**src/rtl/rs232_byte_tx.sv**
```systemverilog
// rs232_byte_tx -- FIFO-buffered RS-232 byte transmitter (8N1 / 8N2).
//
// Accepts single-cycle byte strobes from the upstream sender, buffers them
// in a small FIFO and serialises each byte as an asynchronous frame on TXD:
// start bit, 8 data bits LSB first, optional even parity bit, then 1 or 2
// stop bits. Frames are sent back-to-back while the FIFO has data.
//
// Optional feature: define RS232_PARITY_EN to insert an even-parity bit
// after the 8 data bits. Without it the frame is 8N1 / 8N2.
//
// Parameters:
//   CLKS_PER_BIT     clock cycles per bit period (4..65535)
//   FIFO_DEPTH_LOG2  log2 of the FIFO depth
//   STOP_BITS        number of stop bits (1 or 2)
//
// Ports:
//   CLK            in   system clock, rising edge
//   RST            in   asynchronous active-low reset
//   SendData       in   byte to transmit, sampled with SendDataReady
//   SendDataReady  in   single-cycle push strobe
//   TXD            out  serial line, idles high (registered)
//   TX_BUSY        out  frame on the line or FIFO non-empty (registered)
//   FIFO_LEVEL     out  FIFO occupancy, 0..depth
//   FIFO_FULL      out  FIFO_LEVEL == depth
//   OVERFLOW       out  sticky flag, set when a push is dropped

module rs232_byte_tx #(
  parameter int unsigned CLKS_PER_BIT    = 868,
  parameter int unsigned FIFO_DEPTH_LOG2 = 3,
  parameter int unsigned STOP_BITS       = 1
) (
  input  logic                       CLK,
  input  logic                       RST,
  input  logic [7:0]                 SendData,
  input  logic                       SendDataReady,
  output logic                       TXD,
  output logic                       TX_BUSY,
  output logic [FIFO_DEPTH_LOG2:0]   FIFO_LEVEL,
  output logic                       FIFO_FULL,
  output logic                       OVERFLOW
);

  localparam int unsigned DEPTH = 1 << FIFO_DEPTH_LOG2;

  localparam logic [15:0]                  BAUD_LAST  = 16'(CLKS_PER_BIT - 1);
  localparam logic [2:0]                   STOP_LAST  = 3'(STOP_BITS - 1);
  localparam logic [FIFO_DEPTH_LOG2-1:0]   PTR_ONE    = 1;
  localparam logic [FIFO_DEPTH_LOG2:0]     LVL_ONE    = 1;
  localparam logic [FIFO_DEPTH_LOG2:0]     LVL_ZERO   = '0;
  localparam logic [FIFO_DEPTH_LOG2:0]     LVL_FULL   = {1'b1, {FIFO_DEPTH_LOG2{1'b0}}};

`ifdef RS232_PARITY_EN
  typedef enum logic [2:0] {
    S_IDLE,
    S_START,
    S_DATA,
    S_PARITY,
    S_STOP
  } state_t;
`else
  typedef enum logic [2:0] {
    S_IDLE,
    S_START,
    S_DATA,
    S_STOP
  } state_t;
`endif

  // FIFO storage and bookkeeping
  logic [7:0]                 mem_q [DEPTH];
  logic [FIFO_DEPTH_LOG2-1:0] wr_ptr_q;
  logic [FIFO_DEPTH_LOG2-1:0] rd_ptr_q;
  logic [FIFO_DEPTH_LOG2:0]   level_q;
  logic [FIFO_DEPTH_LOG2:0]   level_d;
  logic                       ovf_q;

  // Transmitter
  state_t                     state_q;
  logic [15:0]                baud_q;
  logic [2:0]                 bit_idx_q;
  logic [7:0]                 shift_q;
  logic                       txd_q;
  logic                       busy_q;
  logic                       busy_d;
`ifdef RS232_PARITY_EN
  logic                       parity_q;
`endif

  logic fifo_empty;
  logic fifo_full;
  logic baud_end;
  logic stop_done;
  logic push_en;
  logic pop_en;
  logic fsm_idle_next;

  assign fifo_empty = (level_q == LVL_ZERO);
  assign fifo_full  = (level_q == LVL_FULL);
  assign baud_end   = (baud_q == BAUD_LAST);
  // Last cycle of the last stop bit: the frame ends on the coming edge.
  assign stop_done  = (state_q == S_STOP) && baud_end && (bit_idx_q == STOP_LAST);

  // A full FIFO refuses the push even if a pop frees a slot this cycle.
  assign push_en = SendDataReady && !fifo_full;
  assign pop_en  = !fifo_empty && ((state_q == S_IDLE) || stop_done);

  // The FSM rests in IDLE after this edge only if nothing can be popped.
  assign fsm_idle_next = fifo_empty && ((state_q == S_IDLE) || stop_done);

  always_comb begin
    level_d = level_q;
    if (push_en && !pop_en) begin
      level_d = level_q + LVL_ONE;
    end else if (!push_en && pop_en) begin
      level_d = level_q - LVL_ONE;
    end
  end

  assign busy_d = !fsm_idle_next || (level_d != LVL_ZERO);

  // FIFO storage: no reset, contents are invalidated by the level counter.
  always_ff @(posedge CLK) begin
    if (push_en) begin
      mem_q[wr_ptr_q] <= SendData;
    end
  end

  always_ff @(posedge CLK or negedge RST) begin
    if (!RST) begin
      wr_ptr_q <= '0;
      rd_ptr_q <= '0;
      level_q  <= '0;
      ovf_q    <= 1'b0;
    end else begin
      if (push_en) begin
        wr_ptr_q <= wr_ptr_q + PTR_ONE;
      end
      if (pop_en) begin
        rd_ptr_q <= rd_ptr_q + PTR_ONE;
      end
      level_q <= level_d;
      if (SendDataReady && fifo_full) begin
        ovf_q <= 1'b1;
      end
    end
  end

  // Frame sequencer. TXD is updated on the same edge as each state/bit
  // transition so the line always reflects the bit currently being timed.
  always_ff @(posedge CLK or negedge RST) begin
    if (!RST) begin
      state_q   <= S_IDLE;
      baud_q    <= '0;
      bit_idx_q <= '0;
      shift_q   <= '0;
      txd_q     <= 1'b1;
      busy_q    <= 1'b0;
`ifdef RS232_PARITY_EN
      parity_q  <= 1'b0;
`endif
    end else begin
      busy_q <= busy_d;
      baud_q <= baud_q + 16'd1;

      case (state_q)
        S_IDLE: begin
          baud_q <= '0;
          txd_q  <= 1'b1;
          if (pop_en) begin
            shift_q   <= mem_q[rd_ptr_q];
`ifdef RS232_PARITY_EN
            parity_q  <= ^mem_q[rd_ptr_q];
`endif
            bit_idx_q <= '0;
            txd_q     <= 1'b0;
            state_q   <= S_START;
          end
        end

        S_START: begin
          if (baud_end) begin
            baud_q    <= '0;
            bit_idx_q <= '0;
            txd_q     <= shift_q[0];
            state_q   <= S_DATA;
          end
        end

        S_DATA: begin
          if (baud_end) begin
            baud_q <= '0;
            if (bit_idx_q == 3'd7) begin
              bit_idx_q <= '0;
`ifdef RS232_PARITY_EN
              txd_q     <= parity_q;
              state_q   <= S_PARITY;
`else
              txd_q     <= 1'b1;
              state_q   <= S_STOP;
`endif
            end else begin
              bit_idx_q <= bit_idx_q + 3'd1;
              txd_q     <= shift_q[bit_idx_q + 3'd1];
            end
          end
        end

`ifdef RS232_PARITY_EN
        S_PARITY: begin
          if (baud_end) begin
            baud_q    <= '0;
            bit_idx_q <= '0;
            txd_q     <= 1'b1;
            state_q   <= S_STOP;
          end
        end
`endif

        S_STOP: begin
          if (baud_end) begin
            baud_q <= '0;
            if (bit_idx_q == STOP_LAST) begin
              bit_idx_q <= '0;
              if (pop_en) begin
                // Back-to-back: next start bit begins with no idle gap.
                shift_q  <= mem_q[rd_ptr_q];
`ifdef RS232_PARITY_EN
                parity_q <= ^mem_q[rd_ptr_q];
`endif
                txd_q    <= 1'b0;
                state_q  <= S_START;
              end else begin
                txd_q    <= 1'b1;
                state_q  <= S_IDLE;
              end
            end else begin
              bit_idx_q <= bit_idx_q + 3'd1;
            end
          end
        end

        default: begin
          baud_q    <= '0;
          bit_idx_q <= '0;
          txd_q     <= 1'b1;
          state_q   <= S_IDLE;
        end
      endcase
    end
  end

  assign TXD        = txd_q;
  assign TX_BUSY    = busy_q;
  assign FIFO_LEVEL = level_q;
  assign FIFO_FULL  = fifo_full;
  assign OVERFLOW   = ovf_q;

endmodule

```
**config.mk**
```make
export PLATFORM = sky130hd
export DESIGN_NAME = rs232_byte_tx
export DESIGN_NICKNAME = d
export VERILOG_FILES = /design/src/rtl/rs232_byte_tx.sv
export SDC_FILE = /design/constraint.sdc
export NUM_CORES = 1
export LEC_CHECK = 0
export ABC_AREA = 1
export BUFFER_PORTS_ARGS = -buffer_cell sky130_fd_sc_hd__buf_2
export CAP_MARGIN = 20
export CORE_ASPECT_RATIO = 1.75
export CORE_MARGIN = 2
export CORE_UTILIZATION = 40
export DETAILED_ROUTE_END_ITERATION = 10
export PLACE_DENSITY_LB_ADDON = 0.2
export SLEW_MARGIN = 30
export SYNTH_ARGS = -nofsm -noshare
export SYNTH_HDL_FRONTEND = slang
export SYNTH_SLANG_ARGS = --single-unit
```
**constraint.sdc**
```tcl
create_clock -name CLK -period 2.9 [get_ports CLK]
set_clock_uncertainty 0.1 [all_clocks]
set_input_delay 0.58 -clock CLK [delete_from_list [all_inputs] [get_ports CLK]]
set_output_delay 0.58 -clock CLK [all_outputs]
set_load 0.005 [all_outputs]
```
# After elaboration in Yosys (flattened, before gate mapping)

Memories as Yosys holds them, arrays and structs flattened.
Index checks and enable logic that the tools add are counted.

Register bits: 43
Input bits: 11
Bits in read-only memories: 0
Logic and storage cells: 89
Memories kept: 1
Bits in latches: 0
Output and inout bits: 8
Memory bits (writable): 64

Memories:

| memory | depth | bits a word | rd ports | clocked after Yosys merged registers in | wr ports | line | source |
|---|---|---|---|---|---|---|---|
| mem_q  | 8     | 8           | 1        | 0                                       | 1        | 70   | `logic [7:0] mem_q [DEPTH];` |

Div/mod/pow operators: 0
Reductions and logical operators: 25
Muxes and demuxes: 34
Magnitude comparators: 1
Add/sub/neg operators: 6
Multiply operators: 0
Equality and inequality tests: 12
Bitwise gates (word level): 0
Shift-type cells: 0

Operators with widths:

| kind                                                                          | count |
|---|---|
| 3-bit two-way mux                                                             | 12 |
| 16-bit two-way mux                                                            | 2 |
| 8-bit two-way mux                                                             | 3 |
| 3-bit case mux with 4 select lines                                            | 2 |
| 16-bit by 1-bit adder with 16-bit output (second input constant)              | 1 |
| 16-bit by 10-bit == test with 1-bit output (second input constant)            | 1 |
| 8-bit case mux with 2 select lines                                            | 1 |
| 1-bit two-way mux                                                             | 10 |
| 2-bit inequality test (second input constant)                                 | 5 |
| 3-bit by 1-bit adder with 3-bit output (second input constant)                | 3 |
| 1-bit logical AND                                                             | 8 |
| 4-bit two-way mux                                                             | 2 |
| 4-bit AND reduction                                                           | 2 |
| 3-bit by 2-bit == test with 1-bit output (second input constant)              | 2 |
| 3-bit zero test                                                               | 2 |
| 6-bit AND reduction                                                           | 1 |
| 1-bit zero test                                                               | 5 |
| 4-bit by 1-bit adder with 4-bit output (second input constant)                | 1 |
| 4-bit == test (second input constant)                                         | 1 |
| 4-bit zero test                                                               | 1 |
| 3-bit by 4-bit less-than comparator with 1-bit output (second input constant) | 1 |
| 1-bit case mux with 4 select lines                                            | 1 |
| 4-bit nonzero test                                                            | 1 |
| 4-bit by 1-bit subtractor with 4-bit output (second input constant)           | 1 |
| other kinds (8)                                                               | 9 |

# Logic depth before layout (Yosys ltp)

Gate-level depths: netlist of run 1.

Word-level depth: 10
Gate-level depth with buffers: 13
Mapped depth without buffers: 13

# Worst setup path before layout of run 1

No wires, ideal clock.

Kind: reg-to-reg
Start point: register level_q[0], in the netlist FIFO_LEVEL[0]
End point: memory mem_q[4][0] (enable)
Stages on the path, launching flop included: 9
Arrival: 1.696 ns
Setup time: 0.370 ns
Slack: 0.734 ns
Path through: dfrtp_1 > inv_1 > ha_1 > nand2_1 > nor2_2 > inv_1 > nand2_2 > or2_2 > nor2_1

Longest elaborated chain between the ends: 5

Ends and longest elaborated chain:

| what                                    | line | source |
|---|---|---|
| start: declaration                      | 73   | `logic [FIFO_DEPTH_LOG2:0] level_q;` |
| start signal: assignment                | 141  | `level_q <= level_d;` |
| 4-bit == test                           | 98   | `assign fifo_full = (level_q == LVL_FULL);` |
| named net FIFO_FULL                     | 39   | `output logic FIFO_FULL,` |
| 1-bit zero test                         | 104  | `assign push_en = SendDataReady && !fifo_full;` |
| 1-bit logical AND                       | 104  |  |
| 1-bit two-way mux                       | 123  | `if (push_en) begin` |
| 1-bit two-way mux (not written as such) | 124  | `mem_q[wr_ptr_q] <= SendData;` |
| end: declaration                        | 70   |  |

The timed path passes the listed nets, and every way through them passes these cells.

# Final worst setup path of run 1

Start point: register level_q[0], in the netlist FIFO_LEVEL[0]
End point: memory mem_q[7][5] (enable)

Longest elaborated chain between the ends: 5

Ends and longest elaborated chain:

| what                                    | line |
|---|---|
| 4-bit == test                           | 98 |
| 1-bit zero test                         | 104 |
| 1-bit logical AND                       | 104 |
| 1-bit two-way mux                       | 123 |
| 1-bit two-way mux (not written as such) | 124 |

No other way between the ends.

==> results of run 1 <==
[where the power goes]
part           leakage, nW  internal (mW)  switching [mW]
Clock                0.141          0.603           0.567
Combinational         1.04          0.169           0.378
Sequential            1.10           1.79          0.0834
Total                 2.29           2.56            1.03
[through the flow]
| stage | std cells | cell area, um^2 | hold slack [ns] | utilization, % |
|---|---|---|---|---|
| final | 649 | 5450 | 0.125 | 45.4 |
| after global routing | 649 | 5450 | 0.157 | 45.4 |
| after CTS | 649 | 5450 | 0.138 | 45.4 |
| after detailed placement | 633 | 5160 | 0.354 | 43.0 |
| after global placement | 633 | 5160 | 0.351 | 43.0 |
| after floorplan | 460 | 4900 | 0.184 | - |
[placed cells by master (no fill, tap or decap), types with 2 or more instances in the layout]
cell / instances
sky130_fd_sc_hd__clkinv_4: 3
sky130_fd_sc_hd__o21ai_0: 25
sky130_fd_sc_hd__nand3_1: 16
sky130_fd_sc_hd__buf_4: 2
sky130_fd_sc_hd__edfxtp_1: 64
sky130_fd_sc_hd__nand4_1: 3
sky130_fd_sc_hd__nor2_1: 36
sky130_fd_sc_hd__a21oi_1: 21
sky130_fd_sc_hd__inv_2: 3
sky130_fd_sc_hd__nor3_1: 7
sky130_fd_sc_hd__o21ai_1: 6
sky130_fd_sc_hd__mux2i_1: 17
sky130_fd_sc_hd__dfrtp_1: 41
sky130_fd_sc_hd__ha_1: 13
sky130_fd_sc_hd__nor3b_1: 3
sky130_fd_sc_hd__xor2_1: 9
sky130_fd_sc_hd__buf_2: 17
sky130_fd_sc_hd__nor2_2: 2
sky130_fd_sc_hd__inv_8: 2
sky130_fd_sc_hd__clkbuf_16: 9
sky130_fd_sc_hd__or2_2: 3
sky130_fd_sc_hd__xnor2_1: 3
sky130_fd_sc_hd__nand2_4: 4
sky130_fd_sc_hd__o211ai_1: 17
sky130_fd_sc_hd__nand2_1: 81
sky130_fd_sc_hd__inv_1: 49
sky130_fd_sc_hd__nor4_1: 2
sky130_fd_sc_hd__o21ai_2: 2
sky130_fd_sc_hd__clkinv_1: 3
sky130_fd_sc_hd__nand2_2: 8
[how the worst max path moves through the flow]
stage / to / cells after the start
after detailed placement: mem_q[7][7] / 9
after CTS: mem_q[7][5] / 9
after global routing: mem_q[3][0] / 9
after global placement: mem_q[7][0] / 9
after floorplan: mem_q[4][0] / 8
final: mem_q[7][5] / 9
[flip-flops by register name, indices dropped and copies added, names as in the netlist, 2 cells and up]
| name | cells |
|---|---|
| wr_ptr_q | 3 |
| baud_q | 16 |
| mem_q | 64 |
| bit_idx_q | 3 |
| FIFO_LEVEL | 4 |
| rd_ptr_q | 3 |
| shift_q | 8 |
| state_q | 2 |
[critical path, cell delays in order (launching register included)]
cell and delay, ns:
sky130_fd_sc_hd__dfrtp_1 0.42, sky130_fd_sc_hd__inv_1 0.10, sky130_fd_sc_hd__ha_1 0.23, sky130_fd_sc_hd__nand2_1 0.10, sky130_fd_sc_hd__nor2_2 0.05, sky130_fd_sc_hd__inv_1 0.06
sky130_fd_sc_hd__nand2_2 0.10, sky130_fd_sc_hd__inv_1 0.19, sky130_fd_sc_hd__nand2_1 0.19, sky130_fd_sc_hd__nor2_1 0.52
[per-layer routing]
| layer | global-route usage, % | routed length, um | vias to the layer above |
|---|---|---|---|
| li1 | - | - | 1593 |
| met1 | 17.6 | 3800 | 1552 |
| met2 | 33.0 | 6010 | 58 |
| met3 | 3.07 | 221 | 30 |
| met4 | 9.54 | 512 | 0 |
| met5 | 0 | 0 | - |
[final cells by class]
class                           count  area (um^2)  share of cell area (%)
Multi-Input combinational cell    287         1670                    30.6
Sequential cell                   106         2970                    54.6
Clock inverter                      6         57.6                    1.06
Inverter                           56          211                    3.88
Tap cell                          165          206                    3.79
Timing Repair Buffer               19          100                    1.84
Clock buffer                       10          229                    4.20
[kinds of logic after synthesis]
family	count (synthesis)	share of synthesized area [%]
xor gates and xnor gates	12	2.14
DFF	106	60.6
adders and majority gates	13	3.32
muxes	17	3.47
buffers and inverters	67	5.36
AOI/OAI and AO/OA	75	8.85
and+or+nand+nor	170	16.2
==> reports/metrics.cfg, run 1 <==
[floorplanning]
num_rows = 53
ioPinCount = 19
core_region_area_um2 = 12000
floorplan_die_width_um = 87.7
start_util_pct = 40.9
dieArea_um2 = 13200
chipHeight_um = 150

[layout]
layout-area-overhead-vs-synth_pct = 11.0
antenna-diode-count = 0
fillers = 1140
drive_gt1_share_pct = 13.0
nNetsFinal = 503

[timing]
post_layout_minimum_cycle_time_ns = 2.43
grt_setup_unrepaired = no
finalSetupViolCount = 0
final_hold_viol_count = 0
finalSetupTns_ns = 0
max_freq_mhz = 411
period_share_pct = 83.9
timing_worst_slew_pin_value_ns = 0.645
timing.final.ws_setup_ns = 0.466
finalMaxSlewViolations = 0
slew_headroom_pct = 56.8

[synthesis]
postSynthNetCount = 484
yosys.cell_types.count = 40
ys_warn_count = 0
synth-seq-cells = 106
number_of_enable_type_register_cells_in_the_synthesized_netlist = 64
synth_top_flop_cell = sky130_fd_sc_hd__edfxtp_1
synth_area_um2 = 4900
post-synth-top-count-cell = sky130_fd_sc_hd__nand2_1
leading_cell_types_by_count_after_synthesis = sky130_fd_sc_hd__nand2_1 (81), sky130_fd_sc_hd__edfxtp_1 (64), sky130_fd_sc_hd__inv_1 (49)
synth_top_area_cell = sky130_fd_sc_hd__edfxtp_1
postSynthAreaPerCell_um2 = 10.7
synthesized_netlist_cell_count = 460
ys_top_cells_by_area = sky130_fd_sc_hd__edfxtp_1 (39%), sky130_fd_sc_hd__dfrtp_1 (21%), sky130_fd_sc_hd__nand2_1 (6.2%), sky130_fd_sc_hd__inv_1 (3.8%), sky130_fd_sc_hd__mux2i_1 (3.5%)
ys_async_sr_fraction_pct = 39.6
share_of_yosys_cell_area_claimed_by_the_top_area_cell_type_pct = 39.2
synth-seq-area-share_pct = 60.6

[critical_path]
critPathMaxFanout = 8
worst_r2r_endpoint = mem_q[7][5]
start_kind = flop
worst_r2r_path_depth = 9
crit_required_ns = 2.78
critical_path.reg2reg.startpoint = FIFO_LEVEL[0]
worstSetupStartpoint = FIFO_LEVEL[0]
timing_worst_setup_path_type = flop to flop
ff2ff_setup_slack_ns = 0.47
crit_arrival_ns = 2.31
crit_path_end_kind = flop

[clock_network]
post_cts_buffers = 0
insertion_delay_ns = 0.34
tritoncts = built
numCtsBuffers = 9
clkTransAtPathRegs_ns = 0.07
cts.sink_count = 106
clock_root_buffer = sky130_fd_sc_hd__clkbuf_16
cts-hold-fix-buffers = 0
post_cts.resized_instances = 0
deepest_clock_path_buffer_count = 2
htree_levels = 3

[place]
io_buffer_count = 18
dp_hpwl_um = 7800
gp_congestion = 0.898
dp_worst_setup_slack_ns = 0.432

[detailed_routing]
dr_vias = 3233
detail_route.vias_per_cell = 4.98
detailedRoute.firstIterationViolations = 173
route.antenna.remaining_nets = 0
detailedRoute.firstPassIterationCount = 4
drt-wirelength-per-cell_um = 16.3
routed_wirelength_um = 10500
detail_route.drc_violations = 0

[power_and_ir_drop]
finalPower_mw = 3.59
power-per-cell-area_nw_per_um2 = 658
max-vdd-ir-drop_mv = 0.389
total_leakage_power_nw = 2.29

[global_routing]
track_usage_pct = 17.5
first_global_vias = 3339
grt_start_max_net_pins = 51
antenna_found_initial = 0
grt_overflow = 0
grt_first_pass_wirelength_um = 16800

[worst_hold_path]
min_path_type = primary input to async pin

[outcome]
run_status = completed

[run]
maxCapViolations = 0

Power figures use the tool's default switching activity.
==> run 2: changes to the inputs <==
--- a/config.mk
+++ b/config.mk
@@ -5,7 +5,7 @@
 export SDC_FILE = /design/constraint.sdc
 export NUM_CORES = 1
 export LEC_CHECK = 0
-export ABC_AREA = 1
+export ABC_AREA = 0
 export BUFFER_PORTS_ARGS = -buffer_cell sky130_fd_sc_hd__buf_2
 export CAP_MARGIN = 20
 export CORE_ASPECT_RATIO = 1.75
==> constraint.sdc (replaced) <==
create_clock -name CLK -period 2.3 [get_ports CLK]
set_clock_uncertainty 0.1 [all_clocks]
set_input_delay 0.46 -clock CLK [delete_from_list [all_inputs] [get_ports CLK]]
set_output_delay 0.46 -clock CLK [all_outputs]
set_load 0.005 [all_outputs]
==> reports/metrics.cfg, run 2 <==
[synthesis]
postSynthAreaPerCell_um2 = 14.6  ; +37%
number_of_enable_type_register_cells_in_the_synthesized_netlist = 64  ; unchanged
share_of_yosys_cell_area_claimed_by_the_top_area_cell_type_pct = 40.6  ; +1.4 points
synth_area_um2 = 4730  ; -3.5%
ys_async_sr_fraction_pct = 39.6  ; unchanged
synth-seq-cells = 106  ; unchanged
synthesized_netlist_cell_count = 324  ; -30%
ys_warn_count = 0  ; unchanged
synth-seq-area-share_pct = 62.9  ; +2.2 points
synth_top_area_cell = sky130_fd_sc_hd__edfxtp_1
post-synth-top-count-cell = sky130_fd_sc_hd__edfxtp_1
synth_top_flop_cell = sky130_fd_sc_hd__edfxtp_1
ys_top_cells_by_area = sky130_fd_sc_hd__edfxtp_1 (41%), sky130_fd_sc_hd__dfrtp_1 (22%), sky130_fd_sc_hd__mux4_2 (8.6%), sky130_fd_sc_hd__mux2_2 (4.5%), sky130_fd_sc_hd__ha_1 (3.4%)
leading_cell_types_by_count_after_synthesis = sky130_fd_sc_hd__edfxtp_1 (64), sky130_fd_sc_hd__dfrtp_1 (41), sky130_fd_sc_hd__nor2_1 (27)
postSynthNetCount = 348  ; -28%
yosys.cell_types.count = 46  ; +15%

[layout]
layout-area-overhead-vs-synth_pct = 16.7
reg.largest.list = mem_q x64, baud_q x16, shift_q x8
largest_reg_flops = 64  ; unchanged
fillers = 1018  ; -11%
antenna-diode-count = 0  ; unchanged
finalCoreUtilization_pct = 47.7  ; +2.3 points
register_with_the_highest_flop_count = mem_q
nNetsFinal = 390  ; -22%
drive_gt1_share_pct = 29.9  ; +17 points
layout.cells.non_filler = 506  ; -22%
most_common_cell_after_layout_fill_and_taps_aside = sky130_fd_sc_hd__edfxtp_1
highest_count_cells_in_the_layout_ignoring_fill_and_taps = sky130_fd_sc_hd__edfxtp_1 (64), sky130_fd_sc_hd__dfrtp_1 (41), sky130_fd_sc_hd__nor2_1 (27)

[detailed_routing]
detailedRoute.firstIterationViolations = 75  ; -57%
detail_route.vias_per_cell = 5.22  ; +4.7%
detail_route.drc_violations = 0  ; unchanged
route.antenna.remaining_nets = 0  ; unchanged
drt-wirelength-per-cell_um = 17.4  ; +7.3%
dr_vias = 2640  ; -18%
detailedRoute.firstPassIterationCount = 4  ; unchanged
routed_wirelength_um = 8830  ; -16%

[clock_network]
cts.sink_count = 106  ; unchanged
clock_root_buffer = sky130_fd_sc_hd__clkbuf_16
cts-hold-fix-buffers = 0  ; unchanged
insertion_delay_ns = 0.34  ; about the same
htree_levels = 3  ; unchanged
tritoncts = built
numCtsBuffers = 9  ; unchanged
clkTransAtPathRegs_ns = 0.07  ; about the same
deepest_clock_path_buffer_count = 2  ; unchanged

[critical_path]
start_kind = flop
crit_arrival_ns = 2.35  ; +0.04 ns
crit_required_ns = 2.46  ; -0.32 ns
timing.critical_path.slowest_stage_cell = sky130_fd_sc_hd__or3b_4
critPathMaxFanout = 5  ; -3
worst_path_largest_cell_delay_ns = 0.41  ; -0.11 ns
critical_path.cell_chain = inv_1 -> ha_1 -> or3b_4 -> and3_1 -> a22o_1 -> maj3_2 -> a22oi_1
timing_worst_setup_path_type = flop to flop
crit_path_end_kind = flop
worst_r2r_endpoint = FIFO_LEVEL[1]
critical_path.reg2reg.startpoint = FIFO_LEVEL[1]
ff2ff_setup_slack_ns = 0.10  ; -0.36 ns
worst_r2r_path_depth = 7  ; -2

[floorplanning]
dieArea_um2 = 12800  ; -3.4%
num_rows = 52  ; -1.9%
ioPinCount = 19  ; unchanged
core_region_area_um2 = 11600  ; -3.5%
chipHeight_um = 148  ; -1.7%
floorplan_die_width_um = 86.2  ; -1.7%
start_util_pct = 40.9  ; about the same

[power_and_ir_drop]
max-vdd-ir-drop_mv = 0.636  ; +64%
total_leakage_power_nw = 2.13  ; -6.6%
power-per-cell-area_nw_per_um2 = 873  ; +33%
finalPower_mw = 4.82  ; +34%

[global_routing]
first_global_vias = 2726  ; -18%
grt_start_max_net_pins = 43  ; -16%
grt-busiest-layer = met2
m1_gr_usage_pct = 17.4  ; -0.19 points
track_usage_pct = 15.2  ; -2.4 points
antenna_found_initial = 0  ; unchanged
globalRouteMet3Util_pct = 2.74  ; -0.33 points
use_met2_pct = 26.7  ; -6.3 points
grt_first_pass_wirelength_um = 14400  ; -15%
grt_overflow = 0  ; unchanged

[place]
dp_hpwl_um = 6090  ; -22%
io_buffer_count = 18  ; unchanged
place_inst = 489  ; -23%
gp_congestion = 0.742  ; -17%

[run]
maxCapViolations = 0  ; unchanged

[outcome]
run_status = completed

[timing]
post_layout_minimum_cycle_time_ns = 2.20  ; -0.239 ns
slew_headroom_pct = 62.4  ; +5.6 points
finalSetupViolCount = 0  ; unchanged
finalSetupTns_ns = 0  ; unchanged
timing_worst_slew_pin_value_ns = 0.559  ; -0.0863 ns
period_share_pct = 95.5  ; +12 points
finalMaxSlewViolations = 0  ; unchanged
max_freq_mhz = 455  ; +11%
final_hold_viol_count = 0  ; unchanged

[worst_hold_path]
min_path_type = primary input to async pin

-- run 2: changes by cell type in the layout (fill, tap and decap cells not counted), moves of 18 or more --
cell                      change
sky130_fd_sc_hd__nand2_1     -60
sky130_fd_sc_hd__inv_1       -38
sky130_fd_sc_hd__mux2_2      +19
sky130_fd_sc_hd__buf_4       +22
sky130_fd_sc_hd__a21oi_1     -18
sky130_fd_sc_hd__mux4_2      +18
-- run 2: worst max-delay path, delay by kind of cell (launching register included) --
family                   cells  cell delay [ns]
AO/OA/AOI/OAI                2             0.44
buffers and inverters        1             0.10
adder cells (fa/ha/maj)      2             0.49
AND/OR/NAND/NOR              2             0.60
flip-flops                   1             0.38
-- run 2: worst max path at each step --
stage | to | startpoint | slack, ns
finish | FIFO_LEVEL[1] | FIFO_LEVEL[1] | 0.10
global route | TXD | bit_idx_q[0] | -0.02
CTS | TXD | bit_idx_q[0] | 0.02
detailed placement | TXD | bit_idx_q[0] | 0.05
global placement | TXD | bit_idx_q[0] | 0.08
floorplan | mem_q[2][0] | FIFO_LEVEL[0] | 0.02
-- run 2: area by class of cell --
| type | instances | area, um^2 | share of cell area [%] |
|---|---|---|---|
| clock buffer | 9 | 225 | 4.08 |
| clock inverter | 7 | 108 | 1.95 |
| inverter | 11 | 41.3 | 0.748 |
| multi-input combinational | 194 | 1690 | 30.7 |
| sequential | 106 | 2970 | 53.9 |
| tap | 135 | 169 | 3.06 |
| timing repair buffer | 44 | 310 | 5.62 |
-- run 2: timing repair --
item | 4_1_cts | 5_1_grt
hold endpoints to repair | 0 | 0
setup endpoints to repair | 0 | 2
resized for setup | 0 | 7
setup buffers | 0 | 1
-- run 2: logic make-up (layout without fill, tap and decap cells) --
logic type      count (synthesis)  in the layout  synth area share, %
flops                         106            106                 62.9
xor+xnor                       21             21                 3.89
fa+ha+maj                      14             14                 3.68
buf+inv                        24             71                 2.30
compound gates                 27             27                 3.62
simple gates                   91             91                 9.73
mux                            41             41                 13.9
-- run 2: where the power goes --
part | switching (mW) | internal [mW] | leakage, nW
registers | 0.120 | 2.27 | 1.10
clock network | 0.705 | 0.975 | 0.160
logic | 0.408 | 0.347 | 0.871
-- run 2: through the flow --
stage	hold slack, ns	worst slack (ns)	instance area [um^2]
after global placement	0.332	0.0827	5150
after global routing	0.134	-0.0181	5520
after CTS	0.105	0.0216	5480
final	0.0705	0.104	5520
after detailed placement	0.343	0.0456	5150
after floorplan	0.0644	0.0152	4740
-- run 2: metal layers --
metal | wire length [um] | share of wire [%]
met3 | 145 | 1.6
met5 | 0 | 0
met4 | 246 | 2.8
met2 | 4930 | 56
met1 | 3500 | 40
==> run 3: changes to the inputs <==
--- a/config.mk
+++ b/config.mk
@@ -9,10 +9,10 @@
 export BUFFER_PORTS_ARGS = -buffer_cell sky130_fd_sc_hd__buf_2
 export CAP_MARGIN = 20
 export CORE_ASPECT_RATIO = 1.75
-export CORE_MARGIN = 2
-export CORE_UTILIZATION = 40
+export CORE_MARGIN = 10
+export CORE_UTILIZATION = 43
 export DETAILED_ROUTE_END_ITERATION = 10
-export PLACE_DENSITY_LB_ADDON = 0.2
+export PLACE_DENSITY_LB_ADDON = 0.12
 export SLEW_MARGIN = 30
 export SYNTH_ARGS = -nofsm -noshare
 export SYNTH_HDL_FRONTEND = slang
==> reports/metrics.cfg, run 3 (synthesis results as in run 2) <==
[layout]
drive_gt1_share_pct = 30.1  ; +0.21 points
register_with_the_highest_flop_count = mem_q
fin_area_um2 = 5500  ; -0.36%
highest_count_cells_in_the_layout_ignoring_fill_and_taps = sky130_fd_sc_hd__edfxtp_1 (64), sky130_fd_sc_hd__dfrtp_1 (41), sky130_fd_sc_hd__buf_4 (28)
nNetsFinal = 394  ; +1.0%
reg.largest.list = mem_q x64, baud_q x16, shift_q x8
most_common_cell_after_layout_fill_and_taps_aside = sky130_fd_sc_hd__edfxtp_1
largest_reg_flops = 64  ; unchanged
antenna-diode-count = 0  ; unchanged
layout-area-overhead-vs-synth_pct = 16.3

[clock_network]
clock_root_buffer = sky130_fd_sc_hd__clkbuf_16
deepest_clock_path_buffer_count = 2  ; unchanged
insertion_delay_ns = 0.34  ; about the same
htree_levels = 3  ; unchanged
numCtsBuffers = 9  ; unchanged
cts.sink_count = 106  ; unchanged
clkTransAtPathRegs_ns = 0.08  ; about the same
post_cts_buffers = 0  ; unchanged
tritoncts = built

[place]
dpl-instance-area_um2 = 5160  ; +0.22%
io_buffer_count = 18  ; unchanged
dp_hpwl_um = 6530  ; +7.2%
gp_congestion = 0.786  ; +6.0%

[detailed_routing]
detailedRoute.firstIterationViolations = 44  ; -41%
detail_route.vias_per_cell = 5.35  ; +2.5%
detailedRoute.firstPassIterationCount = 4  ; unchanged
routed_wirelength_um = 8950  ; +1.4%
drt-wirelength-per-cell_um = 17.7  ; +1.6%
detail_route.drc_violations = 0  ; unchanged
dr_vias = 2701  ; +2.3%
route.antenna.remaining_nets = 0  ; unchanged

[timing]
finalSetupTns_ns = 0  ; unchanged
final_hold_viol_count = 0  ; unchanged
timing_worst_slew_pin_value_ns = 0.496  ; -0.0631 ns
max_freq_mhz = 456  ; about the same
slew_headroom_pct = 66.6  ; +4.2 points
grt_setup_unrepaired = no
finalSetupViolCount = 0  ; unchanged
post_layout_minimum_cycle_time_ns = 2.19  ; -0.00156 ns
finalMaxSlewViolations = 0  ; unchanged
period_share_pct = 95.4  ; about the same

[global_routing]
antenna_found_initial = 0  ; unchanged
first_global_vias = 2858  ; +4.8%
grt_overflow = 0  ; unchanged
grt_start_max_net_pins = 21  ; -51%
grt_first_pass_wirelength_um = 14600  ; +1.6%
track_usage_pct = 11.6  ; -3.5 points

[critical_path]
crit_arrival_ns = 2.31  ; -0.04 ns
start_kind = flop
crit_required_ns = 2.41  ; -0.05 ns
timing_worst_setup_path_type = flop to flop
critical_path.n_buffers_inverters = 0  ; -1
crit_path_end_kind = flop
critPathMaxFanout = 6  ; +1
critPathTopFamily = simple AND/OR/NAND/NOR gates
worst_path_largest_cell_delay_ns = 0.52  ; +0.11 ns
timing.critical_path.depth = 5  ; -2
worst_r2r_path_depth = 5  ; -2
timing.critical_path.slowest_stage_cell = sky130_fd_sc_hd__or4_1
critical_path.cell_chain = nor4_2 -> and4_1 -> and3_2 -> mux2i_1 -> or4_1

[floorplanning]
num_rows = 50  ; -3.8%
ioPinCount = 19  ; unchanged
start_util_pct = 44.0  ; +3.1 points
dieArea_um2 = 15800  ; +24%
core_region_area_um2 = 10800  ; -7.1%
floorplan_die_width_um = 99.3  ; +15%
chipHeight_um = 159  ; +7.4%

[power_and_ir_drop]
max-vdd-ir-drop_mv = 0.536  ; -16%
finalPower_mw = 4.78  ; -0.93%
total_leakage_power_nw = 2.13  ; -0.38%
power-per-cell-area_nw_per_um2 = 868  ; -0.57%

[worst_hold_path]
worst_hold_path.num_cells = 1
min_path_type = primary input to flop

[outcome]
run_status = completed

[run]
maxCapViolations = 0  ; unchanged

[run 3: per-layer routing]
layer	track usage (%)	vias up	wire (um)
li1	-	1291	-
met1	12.2	1373	3490
met2	21.6	26	5140
met3	2.13	11	141
met4	4.84	0	178
met5	0	-	0
[run 3: where the power goes]
group          switching, mW  internal [mW]  total [mW]
Combinational          0.422          0.365       0.787
Sequential             0.111           2.27        2.38
Clock                  0.737          0.876        1.61
Total                   1.27           3.51        4.78
[run 3: final timing paths]
path | from | to | slack, ns
hold / removal | SendData[5] | mem_q[5][5] | 0.28
hold reg to reg | OVERFLOW | OVERFLOW | 0.36
min in group asynchronous | RST | FIFO_LEVEL[2] | 0.45
max in group asynchronous | RST | TXD | 1.09
setup / recovery | baud_q[10] | TX_BUSY | 0.11
setup reg to reg | baud_q[10] | TX_BUSY | 0.11
[run 3: layout make-up]
cell class / count / area (um^2)
Timing Repair Buffer: 48 / 330
Inverter: 11 / 41.3
Clock inverter: 7 / 92.6
Multi-Input combinational cell: 194 / 1680
Sequential cell: 106 / 2970
Tap cell: 130 / 163
Fill cell: 939 / 5260
Clock buffer: 9 / 225
[run 3: what timing repair did]
action	CTS	global route
hold endpoints to repair	12	0
hold buffers	1	0
setup endpoints to repair	1	2
gates resized for setup	1	3
[run 3: metrics by stage]
step | instances | utilization, % | hold slack, ns | worst slack [ns]
floorplan | 324 | - | 0.0644 | 0.0152
global placement | 488 | 47.9 | 0.281 | 0.0873
detailed placement | 488 | 47.9 | 0.285 | 0.0210
CTS | 505 | 51.0 | 0.276 | 0.0394
global route | 505 | 51.1 | 0.282 | 0.00456
finish | 505 | 51.1 | 0.281 | 0.106
